--- src/rtl/uib_pkg.sv ---
// rtl/uib_pkg.sv - shared state encoding and default sizing for the uib arbiter
package uib_pkg;

    typedef enum logic [1:0] {
        IDLE    = 2'd0,
        BUSY    = 2'd1,
        RELEASE = 2'd2
    } uib_state_t;

    localparam int UIB_N_MASTERS      = 4;
    localparam int UIB_TIMEOUT_CYCLES = 255;

endpackage

--- src/rtl/uib_rr_pick.sv ---
// rtl/uib_rr_pick.sv - combinational round-robin winner search starting at ptr
module uib_rr_pick
    import uib_pkg::*;
#(
    parameter int N_MASTERS = UIB_N_MASTERS
) (
    input  logic [N_MASTERS-1:0]         req,
    input  logic [$clog2(N_MASTERS)-1:0] ptr,
    output logic [$clog2(N_MASTERS)-1:0] winner,
    output logic                         found
);

    localparam int IW = $clog2(N_MASTERS);

    logic [IW:0]   sum;
    logic [IW-1:0] idx;

    // Visit ptr, ptr+1, ... wrapping at N_MASTERS; the first requester seen wins.
    always_comb begin
        winner = '0;
        found  = 1'b0;
        sum    = '0;
        idx    = '0;
        for (int i = 0; i < N_MASTERS; i++) begin
            sum = {1'b0, ptr} + (IW+1)'(i);
            idx = IW'((sum >= (IW+1)'(N_MASTERS)) ? sum - (IW+1)'(N_MASTERS) : sum);
            if (!found && req[idx]) begin
                found  = 1'b1;
                winner = idx;
            end
        end
    end

endmodule

--- src/rtl/uib_arbiter.sv ---
// rtl/uib_arbiter.sv - round-robin uib bus arbiter; UIB_ARB_TIMEOUT_EN adds a BUSY timeout
module uib_arbiter
    import uib_pkg::*;
#(
    parameter int N_MASTERS      = UIB_N_MASTERS,
    parameter int TIMEOUT_CYCLES = UIB_TIMEOUT_CYCLES
) (
    input  logic                         clk,
    input  logic                         rst,
    input  logic [N_MASTERS-1:0]         req,
    input  logic                         sel_ready,
    output logic [N_MASTERS-1:0]         gnt,
    output logic [$clog2(N_MASTERS)-1:0] gnt_idx,
    output logic                         gnt_valid,
    output logic [N_MASTERS-1:0]         master_ready,
    output logic                         timeout_err
);

    localparam int IW = $clog2(N_MASTERS);

    if (N_MASTERS < 2 || N_MASTERS > 8 || TIMEOUT_CYCLES < 1) begin : g_param_check
        $error("uib_arbiter: parameter out of range");
    end

    uib_state_t    state_q;
    uib_state_t    state_d;
    logic [IW-1:0] ptr;
    logic [IW-1:0] win_idx;
    logic          win_found;
    logic          ready_pulse;
    logic          tmo_pulse;
    logic          tmo_hit;

    uib_rr_pick #(
        .N_MASTERS(N_MASTERS)
    ) u_pick (
        .req   (req),
        .ptr   (ptr),
        .winner(win_idx),
        .found (win_found)
    );

`ifdef UIB_ARB_TIMEOUT_EN
    localparam int CW = $clog2(TIMEOUT_CYCLES + 1);

    logic [CW-1:0] tmo_cnt;

    // tmo_cnt holds the BUSY cycles already spent, so the current one is the limit at CNT-1.
    assign tmo_hit = (tmo_cnt == CW'(TIMEOUT_CYCLES - 1));

    always_ff @(posedge clk) begin
        if (rst) begin
            tmo_cnt <= '0;
        end else if (state_q != BUSY) begin
            tmo_cnt <= '0;
        end else if (!sel_ready) begin
            tmo_cnt <= tmo_cnt + CW'(1);
        end
    end
`else
    assign tmo_hit = 1'b0;
`endif

    always_comb begin
        state_d     = state_q;
        ready_pulse = 1'b0;
        tmo_pulse   = 1'b0;
        unique case (state_q)
            IDLE: begin
                if (win_found) state_d = BUSY;
            end
            BUSY: begin
                if (sel_ready) begin
                    ready_pulse = 1'b1;
                    state_d     = RELEASE;
                end else if (!req[gnt_idx]) begin
                    // Master abandoned its request: release silently.
                    state_d = RELEASE;
                end else if (tmo_hit) begin
                    ready_pulse = 1'b1;
                    tmo_pulse   = 1'b1;
                    state_d     = RELEASE;
                end
            end
            RELEASE: state_d = IDLE;
            default: state_d = IDLE;
        endcase
    end

    always_ff @(posedge clk) begin
        if (rst) begin
            state_q <= IDLE;
            gnt     <= '0;
            gnt_idx <= '0;
            ptr     <= '0;
        end else begin
            state_q <= state_d;
            if (state_q == IDLE && win_found) begin
                gnt     <= N_MASTERS'(1) << win_idx;
                gnt_idx <= win_idx;
                ptr     <= (win_idx == IW'(N_MASTERS - 1)) ? '0 : win_idx + IW'(1);
            end else if (state_d != BUSY) begin
                gnt     <= '0;
                gnt_idx <= '0;
            end
        end
    end

    assign gnt_valid    = |gnt;
    assign master_ready = (ready_pulse && !rst) ? gnt : '0;
    assign timeout_err  = tmo_pulse && !rst;

endmodule
--- config.mk ---
export PLATFORM = sky130hd
export DESIGN_NAME = uib_arbiter
export DESIGN_NICKNAME = d
export VERILOG_FILES = /design/src/rtl/uib_pkg.sv /design/src/rtl/uib_rr_pick.sv /design/src/rtl/uib_arbiter.sv
export SDC_FILE = /design/constraint.sdc
export NUM_CORES = 1
export LEC_CHECK = 0
export ABC_AREA = 1
export CAP_MARGIN = 20
export CORE_MARGIN = 1
export CORE_UTILIZATION = 50
export CTS_CLUSTER_DIAMETER = 200
export CTS_CLUSTER_SIZE = 25
export DETAILED_ROUTE_END_ITERATION = 10
export GPL_ROUTABILITY_DRIVEN = 0
export PLACE_DENSITY = 0.78
export SKIP_LAST_GASP = 1
export SYNTH_ARGS = -nofsm -noshare
export SYNTH_HDL_FRONTEND = slang
export SYNTH_HIERARCHICAL = 1
export SYNTH_SLANG_ARGS = --single-unit
--- constraint.sdc ---
create_clock -name clk -period 4.8 [get_ports clk]
set_input_delay 1.44 -clock clk [delete_from_list [all_inputs] [get_ports clk]]
set_output_delay 1.44 -clock clk [all_outputs]
set_load 0.01 [all_outputs]
==> reports/qor.csv <==
stage;metric;value;unit
floorplan;initial core utilization;54.4;%
clock_network;clock buffer depth;2;
route;vias;944;
hold_path;Hold Crit Depth;2;
worst_setup_path;CP max stage cell;clkdlybuf4s50_1;
floorplan;DIE AREA;2080;µm²
final_layout;antenna cells;0;
worst_setup_path;Crit Reg-Reg Startpoint;ptr[0]$_SDFFE_PP0P_;
placed_design;IO buf count;17;
clock_network;CTS Sinks;10;
yosys;commonest register cell after synthesis;dfxtp_1;
global_routing;GRT overflow;0;
hold_path;Worst Hold Class;flop to flop;
clock_network;clk_lat worst skew;270;ps
global_routing;met3 GRT Util;4.76;%
sta;Final Cycle Share;90.3;%
clock_network;TritonCTS buffer count;3;
worst_setup_path;crit-path max cell delay;560;ps
global_routing;GR Util met1;31.3;%
worst_setup_path;Worst setup EP type;primary output;
route;drt initial violations;39;
job;Max Cap Violations;0;
final_layout;fraction of layout cells with a size suffix above 1;22.2;%
yosys;Yosys top cell area share;21.1;%
sta;RSZ-0062 raised after global routing;no;
clock_network;hold buffers post-CTS;0;
global_routing;first-pass GRT wire length;3.24;mm
clock_network;post-CTS setup buffers;0;
power_and_ir_drop;Cell Pwr Density;644;nW/µm²
yosys;Post-Syn Area;950;µm²
worst_setup_path;critical path class;primary input to primary output;
route;Via density;4.82;
placed_design;post-DP HPWL;1.58;mm
sta;Final Max Tran Viols;0;
sta;Final min period;4330;ps
floorplan;chip height;45.6;µm
global_routing;GR Layer Usage met2;30.3;%
global_routing;Total GRT Usage;22.0;%
hold_path;worst hold start;gnt_idx[1]$_SDFFE_PP0P_;
run_status;status;finished, final reports clean;
sta;Post-Route Setup TNS;0;ps
global_routing;initial antenna violation count;0;
yosys;flops & latches, synth;10;
route;Total Wirelength;2.01;mm
yosys;syn nets;163;
sta;Final Hold Vio Count;0;
clock_network;TritonCTS clock tree;yes;
sta;# setup viols final;0;
clock_network;CTS resizes;0;
route;DR WL/cell;10.2;µm
floorplan;die width;45.6;µm
global_routing;GRT busiest layer;met1;
final_layout;Fill cells;165;
floorplan;Placeable Area;1750;µm²
final_layout;register area;200;µm²
clock_network;H-tree depth;1;
worst_setup_path;Worst path most repeated cell;clkdlybuf4s50_1;
yosys;post-synthesis sequential area ratio;21.1;%
final_layout;nets;183;
power_and_ir_drop;Leak Pwr;0.569;nW
clock_network;CTS Root Cell;clkbuf_4;
worst_setup_path;Worst Path Arrival;2890;ps
yosys;Syn Inst Count;152;
final_layout;final non-filler cell total;196;
sta;Clock Skews;5.25;ps
hold_path;worst hold path endpoint;gnt_idx[1]$_SDFFE_PP0P_;
worst_setup_path;R2R Setup Slk;2580;ps
route;drt drc;0;
final_layout;multi-input gate area in the final layout;622;µm²
power_and_ir_drop;Max VDD drop;0.329;mV
global_routing;maximum number of pins on one net before global-route repair;13;
yosys;ys async rst share;0;%
floorplan;Rows;15;
yosys;cell taking the most area after synthesis;dfxtp_1;
final_layout;Layout area overhead;23.1;%
worst_setup_path;crit-path cells;clkdlybuf4s50_1 > inv_2 > nand3_1 > nor2_1 > clkdlybuf4s50_1;
global_routing;number of global-route vias before repair;772;
worst_setup_path;Worst R2R End;ptr[1]$_SDFFE_PP0P_;
yosys;Synth area leaders;dfxtp_1 (21%), nand2_1 (19%), inv_1 (8.3%);
floorplan;io pins;19;
yosys;most frequent cell after synthesis;nand2_1;
yosys;synth warn;6;
worst_setup_path;Crit Path Max Fanout;9;
route;1st-pass router iterations;4;
clock_network;CTS clk-pin slew, worst paths;80;ps
worst_setup_path;WP data required;3360;ps
placed_design;cell count after placement;192;
yosys;Post-synth top cells;nand2_1 (47), inv_1 (21), dfxtp_1 (10), nand2_2 (10), nor2_1 (9);
yosys;Distinct cells, synth;22;
worst_setup_path;r2r worst-path depth;14;
yosys;number of synthesized flops with an enable pin;0;
sta;Max Fclk;0.231;GHz
worst_setup_path;crit start category;primary input;
yosys;syn_area_per_cell;6.25;µm²
route;DRT antenna net count;0;
## worst max path at each step
stage          from              end  slack, ps  cells after the start
4_1_cts         rst  master_ready[1]        470                      5
6_report        rst  master_ready[1]        470                      5
5_1_grt         rst  master_ready[3]        390                      5
2_1_floorplan   rst  master_ready[0]       1510                      3
3_3_place_gp    rst  master_ready[1]        530                      5
3_5_place_dp    rst  master_ready[1]        490                      5
## registers in the layout, indices dropped and copies added (netlist names)
signal	count
gnt	4
gnt_idx	2
ptr	2
state_q	2
## per-stage QoR
step	util, %	hold WS (ps)	worst slack (ps)	area, µm²	power [W]
2_1_floorplan	-	533	1510	950	0.000542
3_3_place_gp	64.9	521	528	1130	0.000660
3_5_place_dp	64.9	534	486	1130	0.000675
4_1_cts	67.0	543	471	1170	0.000756
5_1_grt	67.0	574	393	1170	0.000830
6_report	67.0	532	465	1170	0.000753
## report_power, final
part / switching, W / internal [W] / total, W
clock: 0.0000337 / 0.0000461 / 0.0000798
sequential: 0.0000385 / 0.000116 / 0.000155
combinational: 0.000315 / 0.000203 / 0.000518
## metal layers
layer / wire [µm] / up-vias
li1: - / 500
met1: 1030 / 423
met2: 874 / 19
met3: 89 / 2
met4: 13 / 0
met5: 0 / -
## layout by cell type (no fill, tap or decap), types with 4 or more instances in the layout
| cell type | Yosys | final |
|---|---|---|
| a21oi_1 | 4 | 4 |
| clkdlybuf4s50_1 | 0 | 17 |
| dfxtp_1 | 10 | 10 |
| ha_1 | 4 | 4 |
| inv_1 | 21 | 21 |
| inv_2 | 6 | 6 |
| nand2_1 | 47 | 47 |
| nand2_2 | 10 | 10 |
| nand2_4 | 4 | 4 |
| nand3_1 | 5 | 5 |
| nand3_2 | 5 | 5 |
| nand4_1 | 8 | 8 |
| nor2_1 | 9 | 9 |
| nor2_2 | 6 | 6 |
## area by class of cell
cell class / count / share of cell area [%]
well taps: 25 / 2.68
clock buffers: 4 / 3.10
repair buffers: 17 / 14.6
inverters: 29 / 9.31
multi-input cells: 111 / 53.2
flip-flops and latches: 10 / 17.1
## critical path: cells and delay by family
kind | cells | cell delay [ps]
buffers and inverters | 3 | 1160
and+or+nand+nor | 2 | 290
## cell families after synthesis
family / after synthesis / share of synthesized area (%)
compound gates: 8 / 4.22
fa+ha+maj: 4 / 5.27
buf+inv: 31 / 13.4
flops: 10 / 21.1
other cells: 1 / 0.395
simple gates: 98 / 55.6
No activity file was read; power rests on OpenSTA's default activity.
